**src/rtl/circular_buffer.sv**
```systemverilog
// Flit FIFO for NoC router input ports: circular memory with read/write pointers,
// occupancy counter and first-word fall-through head output.
package noc_params;
  typedef struct packed {
    logic [3:0]  vc_id;
    logic [3:0]  x_dest;
    logic [3:0]  y_dest;
    logic [19:0] head_pl;
  } flit_t;
endpackage

module circular_buffer
  import noc_params::*;
#(
  parameter int BUFFER_SIZE = 8
) (
  input  logic  clk,
  input  logic  rst,
  input  flit_t data_i,
  input  logic  write_i,
  input  logic  read_i,
  output flit_t data_o,
  output logic  is_full_o,
  output logic  is_empty_o
);
  localparam int PTR_W = (BUFFER_SIZE > 1) ? $clog2(BUFFER_SIZE) : 1;
  localparam int CNT_W = $clog2(BUFFER_SIZE + 1);
  localparam logic [PTR_W-1:0] LAST = PTR_W'(BUFFER_SIZE - 1);
  localparam logic [CNT_W-1:0] FULL = CNT_W'(BUFFER_SIZE);

  flit_t            mem [BUFFER_SIZE];
  logic [PTR_W-1:0] rd_ptr, wr_ptr;
  logic [CNT_W-1:0] count;
  logic             do_rd, do_wr;

  // A read frees a slot in the same edge, so a full buffer still takes a write alongside it.
  assign do_rd = rst && read_i && (count != '0);
  assign do_wr = rst && write_i && ((count != FULL) || do_rd);

  assign data_o     = mem[rd_ptr];
  assign is_full_o  = (count == FULL);
  assign is_empty_o = (count == '0);

  always_ff @(posedge clk or negedge rst) begin
    if (!rst) begin
      rd_ptr <= '0;
      wr_ptr <= '0;
      count  <= '0;
    end else begin
      if (do_rd) rd_ptr <= (rd_ptr == LAST) ? '0 : rd_ptr + 1'b1;
      if (do_wr) wr_ptr <= (wr_ptr == LAST) ? '0 : wr_ptr + 1'b1;
      if (do_wr && !do_rd)      count <= count + 1'b1;
      else if (do_rd && !do_wr) count <= count - 1'b1;
    end
  end

  // Storage is never cleared; stale entries are unreachable once the pointers reset.
  always_ff @(posedge clk) begin
    if (do_wr) mem[wr_ptr] <= data_i;
  end

endmodule

```
**config.mk**
```make
export PLATFORM = sky130hd
export DESIGN_NAME = circular_buffer
export DESIGN_NICKNAME = d
export VERILOG_FILES = /design/src/rtl/circular_buffer.sv
export SDC_FILE = /design/constraint.sdc
export NUM_CORES = 1
export LEC_CHECK = 0
export BUFFER_PORTS_ARGS = -buffer_cell sky130_fd_sc_hd__buf_2
export CAP_MARGIN = 0
export CORE_UTILIZATION = 50
export DETAILED_ROUTE_END_ITERATION = 10
export PLACE_DENSITY = 0.75
export SLEW_MARGIN = 20
export SYNTH_ARGS = -nofsm -noshare
export SYNTH_HDL_FRONTEND = slang
export SYNTH_SLANG_ARGS = --single-unit
```
**constraint.sdc**
```tcl
create_clock -name clk -period 4.3 [get_ports clk]
set_clock_uncertainty 0.05 [all_clocks]
set_input_delay 0.215 -clock clk [delete_from_list [all_inputs] [get_ports clk]]
set_output_delay 0.215 -clock clk [all_outputs]
set_load 0.01 [all_outputs]
```
# Word level (Yosys, flattened, before mapping)
# Memory sizes are Yosys's and may differ from the RTL's.
# Cells that the tools add are included.
[word_totals]
mem_count = 1
ff_bits = 10
word_cells = 30
ramBits = 256
in_bits = 36
[mem_list]
columns = ["name", "depth", "width", "read_ports", "rd_clocked_by_memory_dff", "wr", "line_no", "source"]
rows = [
  ["mem", 8, 32, 1, 0, 1, "31", "flit_t mem [BUFFER_SIZE];"],
]
[classes]
n_eq_ne = 4
n_reduce_logical = 12
n_mux = 6
addsub = 4
[op_table]
columns = ["op", "n"]
rows = [
  ["$mux W4", 2],
  ["$add A3 B1 Y3 const B", 2],
  ["$eq A3 B3 Y1 const B", 2],
  ["$logic_and A1 B1 Y1", 6],
  ["$mux W3", 2],
  ["$add A4 B1 Y4 const B", 1],
  ["$eq A4 B4 Y1 const B", 1],
  ["$logic_not A4 Y1", 1],
  ["$ne A4 B4 Y1 const B", 1],
  ["$reduce_bool A4 Y1", 1],
  ["$sub A4 B1 Y4 const B", 1],
  ["$logic_not A1 Y1", 2],
  ["$mux W1", 2],
  ["$reduce_bool A2 Y1", 1],
  ["$logic_or A1 B1 Y1", 1],
]

# Longest topological paths before layout
# Gate-level depths: netlist of the first run.
[depth]
word_depth = 8
depth_mapped = 9
mapped_depth_nobuf = 9

# Worst setup path before layout of the first run
# No wires, ideal clock.
[synth_timing]
kind = "register to register"
start = "register count[3]"
end = "memory mem[0][0] (netlist bit), enable pin"
n_path_buf = 0
arrival_time_ns = 3.808
required_ns = 3.749
path_slack_ns = -0.060
path_stages_with_launch = 4
setup_time_ns = 0.501
synth_period_minus_slack_ns = 4.360
cell_sequence = "dfrtp_1 > or4b_4 > o211ai_4 > nor4_1"
[synth_via]
elab_chain_len = 6
[synth_rtl]
columns = ["element", "line_no", "source"]
rows = [
  ["from (decl)", "33", "logic [CNT_W-1:0] count;"],
  ["from (signal assigned)", "52", "if (do_wr && !do_rd) count <= count + 1'b1;"],
  ["from (signal assigned)", "53", "else if (do_rd && !do_wr) count <= count - 1'b1;"],
  ["$reduce_bool A4 Y1", "37", "assign do_rd = rst && read_i && (count != '0);"],
  ["$logic_and A1 B1 Y1", "37", ""],
  ["$logic_or A1 B1 Y1 *", "38", "assign do_wr = rst && write_i && ((count != FULL) || do_rd);"],
  ["$logic_and A1 B1 Y1 *", "38", ""],
  ["$mux W1 *", "59", "if (do_wr) mem[wr_ptr] <= data_i;"],
  ["$mux W1 (implied by the code) *", "59", ""],
  ["to (decl)", "31", ""],
]
# Every way passes the cells marked *; elsewhere a longest branch is shown, timed or not.

==> results of run 1 <==
==> cells in the final DEF (no fill, tap or decap), types with 2 or more instances in the layout <==
cell | netlist | layout
nor2_4 | 0 | 3
buf_4 | 4 | 17
clkinv_1 | 0 | 7
o211ai_1 | 2 | 2
bufinv_16 | 0 | 5
nand2_1 | 4 | 4
nor2b_1 | 2 | 2
inv_1 | 4 | 4
mux2_2 | 39 | 39
clkbuf_16 | 0 | 27
edfxtp_1 | 256 | 256
clkbuf_1 | 10 | 2
mux4_2 | 64 | 64
clkinv_2 | 0 | 5
buf_2 | 3 | 69
nand2b_1 | 2 | 2
dfrtp_1 | 10 | 7
dlygate4sd3_1 | 0 | 33
nor3_2 | 0 | 4
xnor2_1 | 2 | 2
a21oi_1 | 2 | 2
nor2_1 | 6 | 3
nand3_1 | 2 | 2
dfrtp_2 | 0 | 2
ha_1 | 7 | 7
==> metal layers <==
metal | up-vias | part of all wire [%] | routed length (µm)
met1 | 2476 | 41 | 7810
met3 | 30 | 6.1 | 1170
met4 | 0 | 1.7 | 331
li1 | 2114 | - | -
met2 | 159 | 51 | 9810
met5 | - | 0 | 0
==> flip-flops by register name, summed over array words and instances, names as in the netlist <==
register  cells
wr_ptr        3
mem         256
rd_ptr        3
count         4
==> worst reg2reg max path: stages (launching register included) <==
cell      delay [ps]
dfrtp_1          460
or4b_4           580
o211ai_4         360
inv_1             90
ha_1             260
inv_1            150
ha_1             320
or4_1            570
o211ai_1         120
o211ai_1         100
==> per-stage QoR <==
stage	area (µm²)	setup slack [ps]	util (%)	instances
4_1_cts	12300	958	60.9	855
3_3_place_gp	11100	1320	54.8	775
5_1_grt	12300	862	60.9	855
3_5_place_dp	11100	1150	54.8	775
6_report	12300	1060	60.9	855
2_1_floorplan	10300	766	-	438
==> final timing paths <==
path / startpoint / to / slack [ps] / cells past startpoint
worst max-delay path: rd_ptr[0]$_DFFE_PN0P_ / data_o[29] / 1060 / 4
worst min-delay path: rst / rd_ptr[0]$_DFFE_PN0P_ / 80 / 2
worst max register to register: count[0]$_DFFE_PN0P_ / count[3]$_DFFE_PN0P_ / 1130 / 9
worst min register to register: count[2]$_DFFE_PN0P_ / count[2]$_DFFE_PN0P_ / 550 / 2
max in group asynchronous: rst / rd_ptr[0]$_DFFE_PN0P_ / 3850 / 2
min in group clk: write_i / wr_ptr[1]$_DFFE_PN0P_ / 180 / 3
==> logic make-up (layout without fill, tap and decap cells) <==
kind of cell | Yosys count | count (layout) | synth area share, %
buffers and inverters | 23 | 170 | 1.10
AND/OR/NAND/NOR | 27 | 27 | 1.41
multiplexers | 104 | 104 | 18.4
adder cells (fa/ha/maj) | 8 | 8 | 1.05
flip-flops | 266 | 266 | 77.2
XOR/XNOR | 2 | 2 | 0.170
AO/OA/AOI/OAI | 8 | 8 | 0.694
==> cell usage after synthesis (3+ instances only) <==
master    count
edfxtp_1    256
dfrtp_1      10
mux4_2       64
buf_4         4
nor3_1        5
mux2_2       39
clkbuf_1     10
ha_1          7
nor2_1        6
buf_2         3
inv_1         4
nand2_1       4
==> timing repair <==
action                    CTS  global route
hold endpoints to repair  266             0
setup buffers               0             0
hold buffers               33             0
==> power by group <==
group	total [mW]	switching, mW	leakage [nW]	internal [mW]
combinational	1.94	0.815	1.22	1.13
clock	2.35	0.910	0.436	1.44
sequential	3.48	0.399	2.43	3.08
total	7.77	2.12	4.08	5.65
==> final cells by class <==
cell class	instances	area [µm²]	area share, %
Clock buffer	29	683	5.56
Tap cell	270	338	2.75
Sequential cell	266	7940	64.7
Timing Repair Buffer	119	803	6.54
Multi-Input combinational cell	149	2290	18.6
Clock inverter	18	209	1.70
Inverter	4	15.0	0.122
==> impl_results.md, run 1 <==
* Hold_ws at 79.6 ps
* Initial antenna violation count at 0
* Main synth FF type: edfxtp_1
* Cell leakage power at 4.08 nW
* WL per Instance at 22.4 µm
* Post-CTS resize count at 0
* Nets at 610
* Io pins at 70
* Via count at 4779
* Relative slew slack at 30.5%
* Via density per instance at 5.59
* Residual DRC count at 0
* Slew @ Worst Pin at 1040 ps
* Syn_nets at 482
* Yosys top cell area share at 74.8%
* CP endpoint kind: primary output
* Kind of critical path: reg -> out
* Worst Path Arrival at 2970 ps
* Synthesized instance count at 438
* Final Setup Violations at 0
* EDFF count, synth at 256
* All-Layer GR Usage at 18.9%
* Rows at 52
* N_diodes at 0
* WP buf/inv at 2
* Initial Utilization at 51.0%
* Area Growth Syn to Fin at 19.4%
* Fillers at 1407
* CP max stage cell: dfrtp_4
* Final WL at 19.1 mm
* Worst Path Required at 4030 ps
* Core Region at 20200 µm²
* GRT overflow at 0
* RD Place Congestion at 0.779
* Fin. max-slew vios at 0
* Peak VDD IR at 0.000328 V
* Gr busiest metal: met2
* H-tree depth at 1
* Synth cell types at 31
* Crit-path max FO at 50
* Endpoints failing hold at 0
* M2 GR Usage at 32.6%
* Power after layout at 7.77 mW
* Synth top area cells: edfxtp_1 75%, mux4_2 14%, mux2_2 4.3%, dfrtp_1 2.4%, ha_1 0.85%
* # port buffers at 69
* Syn. warnings at 0
* CTS tree: built
* CP Cell Sequence: buf_4 > mux4_2 > mux2_2 > buf_2
* Post-Syn Area per Cell at 23.5 µm²
* Yosys reg bits at 266
* Die area at 21100 µm²
* Number of buffers created by CTS at 26
* Top delay family on crit path: flip-flops
* Tcrit/Tclk final at 75.3%
* Status: complete, no violations
* Vias in the first global route at 5227
* Reg clk slew, reported paths at 60 ps
* Max Cap Violations at 0
* CP max stage delay at 1050 ps
* Largest net degree at the start of global routing at 51
* Clk sink count at 266
* Hold Crit Class: in -> async
* Post-layout min period at 3240 ps
* Met1 Use GR at 25.7%
* DR iter-0 viols at 275
* First-pass GRT wire length at 30.3 mm
* DIE WIDTH at 145 µm
* Post-synth top area cell: edfxtp_1
* Drt pass-1 iters at 4
* Fraction of layout instances using a drive strength above 1 at 41.0%
* Setup TNS at 0 ps
* Peak Freq at 0.309 GHz
* Die H at 145 µm
* Ys async rst share at 3.76%
* Post-DRT Antenna Nets at 0
* Skew-Pair Late Insertion Delay at 520 ps
* Post-detail-place hpwl at 10.9 mm
* Post-Syn Area at 10300 µm²
* M3 GR Usage at 2.76%
* Seq/Total Area, Yosys at 77.2%
* Startpoint Class: flop
* Power per cell area at 633 nW/µm²
* CTS Root Cell: clkbuf_16
* Clock tree buffer depth at 3
* RSZ-0062 raised after global routing: false
Note: power is estimated with default switching activity, not from simulation.
==> inputs of run 2 (changes only) <==
--- a/config.mk
+++ b/config.mk
@@ -9,7 +9,7 @@
 export CAP_MARGIN = 0
 export CORE_UTILIZATION = 50
 export DETAILED_ROUTE_END_ITERATION = 10
-export PLACE_DENSITY = 0.75
+export PLACE_DENSITY = 0.72
 export SLEW_MARGIN = 20
 export SYNTH_ARGS = -nofsm -noshare
 export SYNTH_HDL_FRONTEND = slang
==> constraint.sdc (replaced) <==
create_clock -name clk -period 3.2 [get_ports clk]
set_clock_uncertainty 0.05 [all_clocks]
set_input_delay 0.16 -clock clk [delete_from_list [all_inputs] [get_ports clk]]
set_output_delay 0.16 -clock clk [all_outputs]
set_load 0.01 [all_outputs]
==> run 2 against run 1 <==
Compared with the run above:
- non-clock buffer count stayed put
- critical endpoint is now count[3]$_DFFE_PN0P_
- first-iteration DRC count is 32% higher
- largest power group unchanged
- power is 33% higher
- hold slack worse by 32 ps
- register-to-register slack worse by 900 ps
==> impl_results.md, run 2 (same netlist as run 1, synthesis figures left out) <==
* Reg power frac at 43.7%
* Cell leakage power at 4.06 nW
* Clock tree buffer depth at 3
* Comb power frac at 27.5%
* Core Region at 20200 µm²
* Max Cap Violations at 0
* Via count at 4778
* Clk pwr share at 28.8%
* CTS tree: built
* Rows at 52
* CP endpoint kind: flop
* Nets at 610
* WP buf/inv at 2
* Drt pass-1 iters at 4
* Most flops, register: mem
* Number of flip-flops in the largest register at 256
* Post-layout min period at 2970 ps
* WL per Instance at 22.2 µm
* Via density per instance at 5.58
* FF-to-FF Start: count[1]$_DFFE_PN0P_
* # port buffers at 69
* Residual DRC count at 0
* First-pass GRT wire length at 29.8 mm
* CP max stage cell: or4b_4
* WP depth at 9
* Vias in the first global route at 5229
* Tcrit/Tclk final at 92.9%
* Leading cell type in the layout, fill and taps excluded: edfxtp_1
* Fraction of layout instances using a drive strength above 1 at 40.6%
* Hold Crit Class: in -> async
* Sw Share at 27.8%
* Startpoint Class: flop
* Skew-Pair Late Insertion Delay at 510 ps
* Worst Path Required at 3540 ps
* CTS Root Cell: clkbuf_16
* Relative slew slack at 32.5%
* All-Layer GR Usage at 18.7%
* RD Place Congestion at 0.735
* Design Area, Final at 12300 µm²
* Area Growth Syn to Fin at 19.4%
* Die area at 21100 µm²
* Fin. max-slew vios at 0
* Power per cell area at 841 nW/µm²
* Capture point of the worst reg-to-reg path: count[3]$_DFFE_PN0P_
* Sw power at 2.87 mW
* N_diodes at 0
* Most frequent cells in the layout: 256 x edfxtp_1, 69 x buf_2, 64 x mux4_2
* Status: complete, no violations
* Peak Freq at 0.337 GHz
* GRT overflow at 0
* Worst setup path end: count[3]$_DFFE_PN0P_
* Worst R2R Setup Slack at 230 ps
* Slew @ Worst Pin at 1010 ps
* Final WL at 19.0 mm
* Fillers at 1431
* Clk sink count at 266
* DR iter-0 viols at 364
* Io pins at 70
* Worst Path Arrival at 3310 ps
* Number of buffers created by CTS at 26
* Top delay family on crit path: simple AND/OR/NAND/NOR gates
* Peak VDD IR at 0.000480 V
* CP Cell Sequence: or4b_4 > o211ai_4 > inv_1 > ha_1 > inv_1 > ha_1 > or4_1 > o211ai_1 > o211ai_1
* Post-DRT Antenna Nets at 0
* RSZ-0062 raised after global routing: false
* Top flop regs: mem: 256 flops, count: 4 flops
* H-tree depth at 1
* Largest net degree at the start of global routing at 44
* Die H at 145 µm
* Worst setup margin at 229 ps
* Post-Place Worst Slack at 277 ps
* Initial Utilization at 51.0%
* Reg clk slew, reported paths at 60 ps
* DIE WIDTH at 145 µm
* CP max stage delay at 600 ps
* Crit-path max FO at 6
* Area of placed instances at 11100 µm²
* Final Setup Violations at 0
* Endpoints failing hold at 0
* Post-CTS resize count at 0
* Kind of critical path: reg -> reg
* Crit path from: count[1]$_DFFE_PN0P_
* Worst reg2reg path depth at 9
* Post-detail-place hpwl at 10.9 mm
* Internal Pwr Total at 7.46 mW
* Initial antenna violation count at 0
-- run 2: through the flow --
step                cells  hold WS [ps]  total power [mW]  util (%)  setup TNS (ps)
CTS                   855          40.3              10.4      60.8               0
detailed placement    774          26.2              7.43      55.0               0
global placement      774          16.0              7.33      55.0               0
floorplan             438          -186              6.49         -          -30080
finish                856          47.8              10.3      60.9               0
global route          856          71.6              10.8      60.9               0
-- run 2: how the worst min path moves through the flow --
stage	end	slack [ps]	cells past startpoint
2_1_floorplan	count[0]$_DFFE_PN0P_	-190	0
3_3_place_gp	count[3]$_DFFE_PN0P_	20	1
3_5_place_dp	count[2]$_DFFE_PN0P_	30	1
4_1_cts	wr_ptr[2]$_DFFE_PN0P_	40	2
5_1_grt	rd_ptr[0]$_DFFE_PN0P_	70	2
6_report	rd_ptr[1]$_DFFE_PN0P_	50	2
-- run 2: final cells by class --
cell class / count / area (µm²) / area share (%)
clock inverters: 18 / 160 / 1.30
flip-flops and latches: 266 / 7940 / 64.7
multi-input cells: 149 / 2300 / 18.7
inverters: 4 / 15.0 / 0.122
well taps: 270 / 338 / 2.75
repair buffers: 119 / 841 / 6.85
clock buffers: 30 / 687 / 5.59
-- run 2: repair_timing --
item / CTS / global route
endpoints found under the hold margin: 266 / 0
hold buffers: 33 / 0
setup buffers: 0 / 0
-- run 2: power groups by stage --
stage	Sequential (mW)	Clock (mW)	Combinational [mW]
2_1_floorplan	4.33	0	2.16
3_3_place_gp	4.56	0	2.77
3_5_place_dp	4.59	0	2.84
4_1_cts	4.52	3.04	2.89
5_1_grt	4.56	3.18	3.07
6_report	4.51	2.98	2.84
-- run 2: per-layer routing --
layer	wire [µm]	vias up	global-route usage [%]
met5	0	-	0
met1	7910	2497	25.6
met4	276	0	4.63
met3	1020	26	2.85
li1	-	2113	-
met2	9810	142	31.9
==> inputs of run 3 (changes only) <==
--- a/config.mk
+++ b/config.mk
@@ -7,9 +7,9 @@
 export LEC_CHECK = 0
 export BUFFER_PORTS_ARGS = -buffer_cell sky130_fd_sc_hd__buf_2
 export CAP_MARGIN = 0
-export CORE_UTILIZATION = 50
+export CORE_UTILIZATION = 55
 export DETAILED_ROUTE_END_ITERATION = 10
-export PLACE_DENSITY = 0.72
+export PLACE_DENSITY = 0.78
 export SLEW_MARGIN = 20
 export SYNTH_ARGS = -nofsm -noshare
 export SYNTH_HDL_FRONTEND = slang
==> run 3 against run 2 <==
Compared with the run above:
- combinational power shrank 2%
- maximum frequency grew 0.71%
- the run now ends with DRC left
- power shrank 0.71%
- clock power shrank 1%
- register-to-register slack gained 20 ps
- global-route usage grew 1.2 points
- highest routed layer unchanged
- design area shrank 0.61%
==> impl_results.md, run 3 (same netlist as run 1, synthesis figures left out) <==
* Status: finished, violations left
* Failing checks: DRC
* Endpoints failing hold at 0
* Peak VDD IR at 0.000898 V
* N_diodes at 0
* Vias in the first global route at 5305
* Via count at 4773
* Clk sink count at 266
* Number of flip-flops in the largest register at 256
* Area occupied by registers at 7940 µm²
* RD Place Congestion at 0.708
* Capture point of the worst reg-to-reg path: count[3]$_DFFE_PN0P_
* Power after layout at 10.3 mW
* Fin. max-slew vios at 0
* Most flops, register: mem
* CP endpoint kind: flop
* # port buffers at 69
* Final WL at 18.2 mm
* Post-layout min period at 2950 ps
* Clock tree buffer depth at 3
* Multi-input logic area at 2300 µm²
* Initial antenna violation count at 0
* Nets at 607
* H-tree depth at 1
* Final Setup Violations at 0
* Post-Place Worst Slack at 264 ps
* RSZ-0062 raised after global routing: false
* CTS tree: built
* All-Layer GR Usage at 19.9%
* Worst Path Arrival at 3300 ps
* Residual DRC count at 6
* Fillers at 1160
* Io pins at 70
* WL per Instance at 22.4 µm
* Cell leakage power at 4.05 nW
* Worst reg2reg path depth at 9
* Skew-Pair Late Insertion Delay at 520 ps
* DR iter-0 viols at 395
* Worst Path Required at 3550 ps
* Hold Crit Class: in -> reg
* Worst setup margin at 250 ps
* Drt pass-1 iters at 9
* Via density per instance at 5.88
* Post-DRT Antenna Nets at 0
* Worst R2R Setup Slack at 250 ps
* Most frequent cells in the layout: 256 x edfxtp_1, 69 x buf_2, 64 x mux4_2
* Kind of critical path: reg -> reg
* Relative slew slack at 33.6%
* Largest net degree at the start of global routing at 65
* HP Start: read_i
* Power per cell area at 840 nW/µm²
* Leading cell type in the layout, fill and taps excluded: edfxtp_1
* Post-detail-place hpwl at 9.74 mm
* Core Region at 18100 µm²
* GRT overflow at 0
* Reg clk slew, reported paths at 60 ps
* Crit-path max FO at 6
* Worst Hold Endpoint: rd_ptr[0]$_DFFE_PN0P_
* Rows at 49
* CTS Root Cell: clkbuf_16
* Die area at 19200 µm²
* First-pass GRT wire length at 29.1 mm
* Peak Freq at 0.339 GHz
* Fraction of layout instances using a drive strength above 1 at 40.0%
* Top flop regs: mem: 256 flops, count: 4 flops
* Tcrit/Tclk final at 92.2%
* Max Cap Violations at 0
* FF-to-FF Start: count[0]$_DFFE_PN0P_
* WHS Path Cells at 4
* Initial Utilization at 56.7%
* Number of buffers created by CTS at 26
* Startpoint Class: flop
* Area Growth Syn to Fin at 18.7%
* Slew @ Worst Pin at 995 ps
* Final Core Density at 67.3%
* DIE WIDTH at 139 µm
* Die H at 139 µm
[run 3: metal layers]
| metal | GRT usage, % | share of wire, % |
|---|---|---|
| met4 | 5.96 | 2.6 |
| met1 | 26.6 | 41 |
| met3 | 4.07 | 6.1 |
| met5 | 0 | 0 |
| met2 | 33.4 | 51 |
[run 3: metrics by stage]
step                TNS, ps  hold slack [ps]  area, µm²  std cells
global route              0              153      12200        812
global placement          0             3.45      11000        730
floorplan            -30080             -186      10300        438
CTS                       0             95.2      12200        812
detailed placement        0             9.64      11000        730
finish                    0              119      12200        812
[run 3: area by class of cell]
cell class,instances,share of cell area (%)
clock buffer,33,5.55
timing repair buffer,116,6.83
clock inverter,15,1.26
tap,229,2.35
sequential,266,65.1
multi-input combinational,149,18.8
inverter,4,0.123
[run 3: worst max path at each step]
stage / to / cells past startpoint / start / slack, ps
after floorplan: mem[2][0]$_DFFE_PP_ / 3 / count[3]$_DFFE_PN0P_ / -310
after global placement: count[3]$_DFFE_PN0P_ / 9 / count[0]$_DFFE_PN0P_ / 430
after detailed placement: count[3]$_DFFE_PN0P_ / 9 / count[0]$_DFFE_PN0P_ / 260
after CTS: data_o[12] / 4 / rd_ptr[0]$_DFFE_PN0P_ / 170
after global routing: data_o[7] / 4 / rd_ptr[0]$_DFFE_PN0P_ / 90
final: count[3]$_DFFE_PN0P_ / 9 / count[0]$_DFFE_PN0P_ / 250
[run 3: critical path, cell delays in order, from the launching register on]
cell,delay (ps)
dfrtp_1,450
or4b_4,580
o211ai_4,180
inv_1,60
ha_1,240
inv_1,170
ha_1,330
or4_1,550
o211ai_1,120
o211ai_1,100
[run 3: report_power, final]
part	total [mW]	internal, mW	switching, mW
logic	2.77	1.54	1.22
registers	4.54	4.15	0.396
clock network	2.94	1.74	1.21
[run 3: repair_timing]
item	CTS	global route
hold buffers	34	0
gates resized for setup	0	0
setup endpoints to repair	0	0
hold endpoints to repair	266	0
setup buffers	0	0
